`config.mk`:
```
export PLATFORM = sky130hd
export DESIGN_NAME = sb_alloc_ctrl
export DESIGN_NICKNAME = d
export VERILOG_FILES = /design/src/rtl/sb_alloc_ctrl.sv
export SDC_FILE = /design/constraint.sdc
export NUM_CORES = 1
export LEC_CHECK = 0
export CAP_MARGIN = 30
export CELL_PAD_IN_SITES_DETAIL_PLACEMENT = 1
export CELL_PAD_IN_SITES_GLOBAL_PLACEMENT = 1
export CORE_UTILIZATION = 38
export CTS_BUF_LIST = sky130_fd_sc_hd__clkbuf_16
export CTS_CLUSTER_DIAMETER = 60
export DETAILED_ROUTE_END_ITERATION = 10
export PLACE_DENSITY_LB_ADDON = 0.1
export REMOVE_ABC_BUFFERS = 1
export SYNTH_ARGS = -nofsm -noshare
export SYNTH_HDL_FRONTEND = slang
export SYNTH_SLANG_ARGS = --single-unit
```
`constraint.sdc`:
```
create_clock -name clk_i -period 4.2 [get_ports clk_i]
set_clock_uncertainty 0.15 [all_clocks]
set_input_delay 0.42 -clock clk_i [delete_from_list [all_inputs] [get_ports clk_i]]
set_output_delay 0.42 -clock clk_i [all_outputs]
set_load 0.1 [all_outputs]
```
`src/rtl/sb_alloc_ctrl.sv`:
```
// Store-buffer allocation controller: in-order SB IDs for rename, commit/drain tracking, flush.
// Optional macro SB_ALLOC_BYPASS_EN lets a same-cycle drain free an entry for allocation.
module sb_alloc_ctrl #(
  parameter int unsigned SB_DEPTH     = 16,
  parameter int unsigned SB_IDX_WIDTH = $clog2(SB_DEPTH),
  parameter int unsigned CNT_WIDTH    = SB_IDX_WIDTH + 1
) (
  input  logic                         clk_i,
  input  logic                         rst_i,
  input  logic [3:0]                   alloc_req_i,
  input  logic                         alloc_fire_i,
  output logic                         alloc_ready_o,
  output logic [3:0][SB_IDX_WIDTH-1:0] alloc_id_o,
  input  logic [3:0]                   commit_store_i,
  output logic                         drain_valid_o,
  output logic [SB_IDX_WIDTH-1:0]      drain_id_o,
  input  logic                         drain_ready_i,
  input  logic                         flush_i,
  output logic [CNT_WIDTH-1:0]         used_cnt_o,
  output logic [CNT_WIDTH-1:0]         cmt_cnt_o
);

  localparam int unsigned FreeWidth = CNT_WIDTH + 1;

  logic [SB_IDX_WIDTH-1:0] head_q, head_d;
  logic [SB_IDX_WIDTH-1:0] cmt_q, cmt_d;
  logic [SB_IDX_WIDTH-1:0] tail_q, tail_d;
  logic [CNT_WIDTH-1:0]    used_q, used_d;
  logic [CNT_WIDTH-1:0]    cmt_cnt_q, cmt_cnt_d;

  logic [2:0]              n_req;
  logic [2:0]              n_cmt;
  logic [2:0]              alloc_n;
  logic [2:0]              lane_ofs;
  logic                    drain_fire;
  logic                    alloc_take;
  logic [FreeWidth-1:0]    free_cnt;

  function automatic logic [2:0] popcnt4(input logic [3:0] v);
    popcnt4 = {2'b00, v[0]} + {2'b00, v[1]} + {2'b00, v[2]} + {2'b00, v[3]};
  endfunction

  assign n_req = popcnt4(alloc_req_i);
  assign n_cmt = popcnt4(commit_store_i);

  // Requesting lanes get consecutive IDs from tail, oldest lane first; idle lanes read 0.
  always_comb begin
    lane_ofs = 3'd0;
    for (int i = 0; i < 4; i++) begin
      alloc_id_o[i] = '0;
      if (alloc_req_i[i]) begin
        alloc_id_o[i] = tail_q + SB_IDX_WIDTH'(lane_ofs);
        lane_ofs      = lane_ofs + 3'd1;
      end
    end
  end

  assign drain_valid_o = (cmt_cnt_q != '0);
  assign drain_fire    = drain_valid_o && drain_ready_i;
  assign drain_id_o    = head_q;
  assign used_cnt_o    = used_q;
  assign cmt_cnt_o     = cmt_cnt_q;

`ifdef SB_ALLOC_BYPASS_EN
  assign free_cnt = FreeWidth'(SB_DEPTH) - FreeWidth'(used_q) + FreeWidth'(drain_fire);
`else
  // Registered occupancy only: keeps drain_ready_i off the alloc_ready_o path.
  assign free_cnt = FreeWidth'(SB_DEPTH) - FreeWidth'(used_q);
`endif

  assign alloc_ready_o = (free_cnt >= FreeWidth'(n_req));
  assign alloc_take    = alloc_fire_i && alloc_ready_o && !flush_i;
  assign alloc_n       = alloc_take ? n_req : 3'd0;

  always_comb begin
    head_d    = head_q + SB_IDX_WIDTH'(drain_fire);
    cmt_d     = cmt_q + SB_IDX_WIDTH'(n_cmt);
    cmt_cnt_d = cmt_cnt_q + CNT_WIDTH'(n_cmt) - CNT_WIDTH'(drain_fire);
    tail_d    = tail_q + SB_IDX_WIDTH'(alloc_n);
    used_d    = used_q + CNT_WIDTH'(alloc_n) - CNT_WIDTH'(drain_fire);
    if (flush_i) begin
      // Same-cycle commits are older than the flush and survive; speculative tail is cut back.
      tail_d = cmt_d;
      used_d = cmt_cnt_d;
    end
  end

  always_ff @(posedge clk_i) begin
    if (rst_i) begin
      head_q    <= '0;
      cmt_q     <= '0;
      tail_q    <= '0;
      used_q    <= '0;
      cmt_cnt_q <= '0;
    end else begin
      head_q    <= head_d;
      cmt_q     <= cmt_d;
      tail_q    <= tail_d;
      used_q    <= used_d;
      cmt_cnt_q <= cmt_cnt_d;
    end
  end

  // Rename may only fire a group that fits; commits never outrun allocated entries.
  a_fire_ready : assert property (@(posedge clk_i) disable iff (rst_i)
    alloc_fire_i |-> alloc_ready_o);
  a_commit_bound : assert property (@(posedge clk_i) disable iff (rst_i)
    CNT_WIDTH'(n_cmt) <= (used_q - cmt_cnt_q));

endmodule

```
==> impl_metrics.json <==
{
  "crit_path_end_kind": "flop",
  "synth_cells": 234,
  "crit_required_ns": 4.18,
  "async_reset_ff_share_pct": 0,
  "holdPathStages": 2,
  "grt_setup_unrepaired": "false",
  "fin_crit_sh_pct": 93.5,
  "cts_sinks": 22,
  "wl_per_cell_um": 13.5,
  "reg2reg_depth": 15,
  "min_path_type": "flop to flop",
  "critPathCapture": "used_cnt_o[4]",
  "postCtsHoldBufs": 0,
  "grt_pass1_wl_mm": 7.98,
  "synth_top_area_share_pct": 24.4,
  "ys_warn_count": 0,
  "core.rowCount": 26,
  "worstSetupStartpoint": "alloc_req_i[0]",
  "slew_viol_final": 0,
  "clockBufferDepth": 2,
  "dp_worst_setup_slack_ns": -0.538,
  "ff2ff_setup_slack_ns": 0.81,
  "synth_ff_type": "dfxtp_1",
  "vias": 1799,
  "core_area_sq_um": 5140,
  "hpwl_mm": 4.04,
  "cts_inserted_buffers": 3,
  "worstPathArrival_ns": 3.90,
  "setup.worst_path.start_class": "input port",
  "design_area_sq_um": 2810,
  "grtUsageTotal_pct": 18.4,
  "area_delta_synth_final_pct": 37.3,
  "setup_slack_ns": 0.274,
  "worstSetupPathType": "input port to flop",
  "synth.distinct_cells": 33,
  "outcome": "complete, no violations",
  "drv_cap": 0,
  "syn_avg_cell_area_sq_um": 8.75,
  "synth_edf_count": 0,
  "grt_pass1_vias": 1821,
  "place.gp.congestion": 0.748,
  "grt_max_degree": 24,
  "maxSlewHeadroom_pct": 33.3,
  "antenna_found_initial": 0,
  "h-tree-depth": 1,
  "die_area_sq_um": 5680,
  "ios": 45,
  "wl_mm": 4.91,
  "clkTransAtPathRegs_ns": 0.06,
  "seq_area_frac_synth_pct": 21.5,
  "synth_area_leader_cell": "ha_1",
  "dpl_cell_area_sq_um": 2650,
  "detail_route.vias_per_cell": 4.93,
  "fin_setup_tns_ns": 0,
  "syn_area_sq_um": 2050,
  "port_buffers": 44,
  "r2r_start": "used_cnt_o[0]",
  "r2r-end": "tail_q[3]",
  "synth_area_leaders": "ha_1 24%, dfxtp_1 22%, fa_1 7.8%",
  "initial_core_util_pct": 39.8,
  "ys_seq_elements": 22,
  "final_net_count": 358,
  "hold_viol_final": 0,
  "final-setup-viol-count": 0,
  "clockRootBuffer": "clkbuf_16",
  "drive_above_1_share_pct": 18.0,
  "fin_crit_ns": 3.93,
  "ant_nets": 0,
  "worst_pin_slew_ns": 0.997,
  "crit_fanout": 4,
  "die_width_um": 75.4,
  "first_pass_iters": 4,
  "overflow": 0,
  "drt_iter0_markers": 29,
  "die_y_um": 75.4,
  "cts_tree": "built",
  "fmax_mhz": 255,
  "drc": 0,
  "n_antenna_cell": 0,
  "clk_latency_ns": 0.25
}
## stage by stage
step | util, % | cells | hold WS, ns
floorplan | - | 228 | 0.337
global placement | 51.6 | 359 | 0.352
finish | 54.7 | 365 | 0.375
detailed placement | 51.6 | 359 | 0.358
global route | 54.7 | 365 | 0.410
CTS | 54.1 | 363 | 0.387
## worst max-delay path, cell delays in order
cell and delay [ns]:
clkbuf_2 0.11, inv_2 0.05, fa_1 0.55, inv_1 0.05, ha_2 0.18, ha_4 0.27, inv_1 0.06, ha_4 0.26
a21oi_2 0.06, o221ai_2 0.23, nand3_1 0.11, ha_1 0.31, inv_1 0.06, ha_2 0.17, inv_1 0.06, fa_2 0.38
nand2b_4 0.14, a21oi_2 0.13, mux2i_1 0.20, o211ai_1 0.10
## cells in the final DEF, fill, tap and decap left out, types with 10 or more instances in the layout
cell type         n
ha_1             35
clkdlybuf4s50_1  27
nor2b_1          10
and2_1           10
inv_1            33
buf_4            33
xnor2_1          10
nor2_1           23
dfxtp_1          22
## layer usage
metal | GRT usage [%] | share of wire [%] | wire, um | up-vias
met5 | 0 | 0 | 0 | -
li1 | - | - | - | 897
met2 | 33.5 | 50 | 2450 | 35
met4 | 4.73 | 1.1 | 56 | 0
met1 | 23.4 | 46 | 2280 | 858
met3 | 1.46 | 2.5 | 125 | 9
## flip-flops by register name, summed over array words and instances (netlist names)
register,cells
tail_q,4
cmt_q,4
drain_id_o,4
cmt_cnt_o,5
used_cnt_o,5
## repair_timing
item / CTS / global route
gates resized for setup: 11 / 7
setup buffers: 1 / 2
pin swaps: 6 / 7
endpoints found under the setup margin: 4 / 5
gates cloned: 0 / 0
## synth_stat cells, drive strengths merged (3+ instances only)
master / instances
and2: 10
inv: 36
a21o: 5
nor2b: 10
ha: 40
and3: 5
nand2b: 4
dfxtp: 22
buf: 5
nor3b: 3
mux2i: 4
xnor2: 10
xor2: 8
a21oi: 12
nand3: 7
fa: 8
nor3: 3
nor2: 23
nand2: 3
## area by class of cell
type / instances / area, sq um
fillers: 626 / 2330
multi-input cells: 170 / 1510
repair buffers: 64 / 568
flip-flops and latches: 22 / 440
inverters: 36 / 135
well taps: 70 / 87.6
clock buffers: 3 / 75.1
## logic make-up (layout without fill, tap and decap cells)
group / count (synthesis) / after routing / synth area share [%]
mux: 4 / 4 / 1.96
simple gates: 78 / 78 / 21.3
xor+xnor: 18 / 18 / 7.70
compound gates: 22 / 22 / 7.34
fa+ha+maj: 48 / 48 / 32.3
flops: 22 / 22 / 21.5
buf+inv: 42 / 103 / 7.95
## how the worst min path moves through the flow
stage,from,end,slack [ns]
finish,drain_id_o[3],drain_id_o[3],0.37
global route,drain_id_o[3],drain_id_o[3],0.41
CTS,drain_id_o[3],drain_id_o[3],0.39
detailed placement,drain_id_o[3],drain_id_o[3],0.36
global placement,drain_id_o[3],drain_id_o[3],0.35
floorplan,rst_i,cmt_cnt_o[1],0.34
Power is left out: the tool's default activity adds up to more than one toggle a clock period on the data nets, which glitch-free logic cannot reach.
==> patch, RTL diff (same flow settings) <==
Put one more register stage on the output `used_cnt_o`. The value now appears one clock later. The other outputs are not delayed to match.
--- a/src/rtl/sb_alloc_ctrl.sv
+++ b/src/rtl/sb_alloc_ctrl.sv
@@ -58,7 +58,9 @@
   assign drain_valid_o = (cmt_cnt_q != '0);
   assign drain_fire    = drain_valid_o && drain_ready_i;
   assign drain_id_o    = head_q;
-  assign used_cnt_o    = used_q;
+  always_ff @(posedge clk_i) begin
+    used_cnt_o <= used_q;
+  end
   assign cmt_cnt_o     = cmt_cnt_q;
 
 `ifdef SB_ALLOC_BYPASS_EN
Formal check against the unedited RTL: not equivalent (Yosys sat finds a counterexample within 4 cycles, from zero or initial values and one cycle with rst_i high).
==> patch against the original RTL <==
  * Cell area grew 2.8%
  * First-iteration DRC count grew 62%
  * Critical path type unchanged
  * Count of clock-buffer cells in the layout is the same
  * Area after synthesis grew 5.9%
  * Setup slack lost 0.072 ns
  * Via count grew 0.83%
  * Sequential cell count grew 5
  * Final cell count grew 1.1%
  * Wire length grew 2.6%
Power is not shown: default switching activity piles up to over one toggle a cycle in this logic, so the estimate is an artifact.
==> patch: results (changes against the original RTL) <==
- Share of final-layout standard cells stronger than drive strength 1: 17.2% (-0.79 points)
- Highest cell delay on the worst timing path: 0.53 ns (-0.02 ns)
- GRT Resource Usage Total: 18.3% (-0.13 points)
- Cell types with the largest area share after synthesis: dfxtp_1 25%, ha_1 23%, fa_1 7.4%, inv_1 6.1%, xnor2_1 4.4%
- Type of the worst min-delay path: reg -> reg
- H-Tree Level Count: 1 (unchanged)
- First-pass GRT wire length: 8800 µm (+10%)
- Shortest clock period the worst path allows after layout: 4.00 ns (+0.0722 ns)
- Via count: 1814 (+0.83%)
- Pin count of the biggest net entering global routing: 23 (-4.2%)
- Synth cell types: 38 (+15%)
- Worst slack, placed: -0.423 ns (+0.115 ns)
- Cell count after synthesis: 239 (+2.1%)
- DP HPWL: 4030 µm (about the same)
- Placer's final routability congestion estimate: 0.756 (+1.0%)
- Post-detailed-routing wire length: 5040 µm (+2.6%)
- Launch point of the worst reg-to-reg path: used_q[0]
- Metal-1 WL: 2370 µm (+3.9%)
- Instance count after placement with tap cells included: 365 (+1.7%)
- Diodes inserted: 0 (unchanged)
- Post-DR vias/cell: 4.92 (-0.26%)
- Result of the run: finished clean
- Final net count: 359 (+0.28%)
- Destination of the worst hold path: used_cnt_o[3]
- Wire length on met2: 2530 µm (+3.1%)
- CP endpoint: used_q[4]
- Hold Crit Depth: 0 (-2)
- Crit path max-delay family: adder cells
- Worst reg-to-reg path cell count: 17 (+2)
- Worst-Margin Slew: 0.988 ns (-0.00886 ns)
- Standard cell area after detailed placement: 2770 µm² (+4.2%)
- Leading post-synthesis cells by instance count: 40 x ha_1, 35 x inv_1, 27 x dfxtp_1, 25 x nor2_1
- Sequential standard cell area: 541 µm² (+23%)
- Worst Min Path Start: used_q[3]
- Via count of the first global-routing pass: 1908 (+4.8%)
- Final hold slack: 0.241 ns (-0.133 ns)
- Crit path DAT: 3.99 ns (+0.09 ns)
- FILL cells: 662 (+5.8%)
- Met3 wire length: 129 µm (+3.2%)
- Portion of the post-synthesis area used by sequential elements: 24.9% (+3.4 points)
- Number of DRC markers after the initial detailed-route iteration: 47 (+62%)
-- patch: cells by family (layout without fill, tap and decap cells) --
logic type	Yosys count	count (layout)	share of synthesized area [%]
AO/OA/AOI/OAI	24	24	7.56
flip-flops	27	27	24.9
buffers and inverters	41	99	7.50
adder cells (fa/ha/maj)	48	48	30.5
AND/OR/NAND/NOR	78	78	20.9
multiplexers	3	3	1.38
XOR/XNOR	18	18	7.27
-- patch: what timing repair did --
item / in CTS / in global routing
setup buffers: 0 / 0
endpoints found under the setup margin: 4 / 3
pin swaps: 4 / 1
gates resized for setup: 14 / 2
-- patch: final cells by class --
cell class,count,area share [%]
timing repair buffer,60,18.5
sequential,27,18.7
multi-input combinational,171,52.4
clock buffer,3,2.60
clock inverter,1,0.173
inverter,35,4.55
tap,72,3.12
-- patch: metal layers --
| layer | vias up | global-route usage [%] |
|---|---|---|
| met1 | 875 | 23.3 |
| met4 | 0 | 2.83 |
| li1 | 906 | - |
| met3 | 2 | 2.00 |
| met5 | - | 0 |
| met2 | 31 | 33.4 |
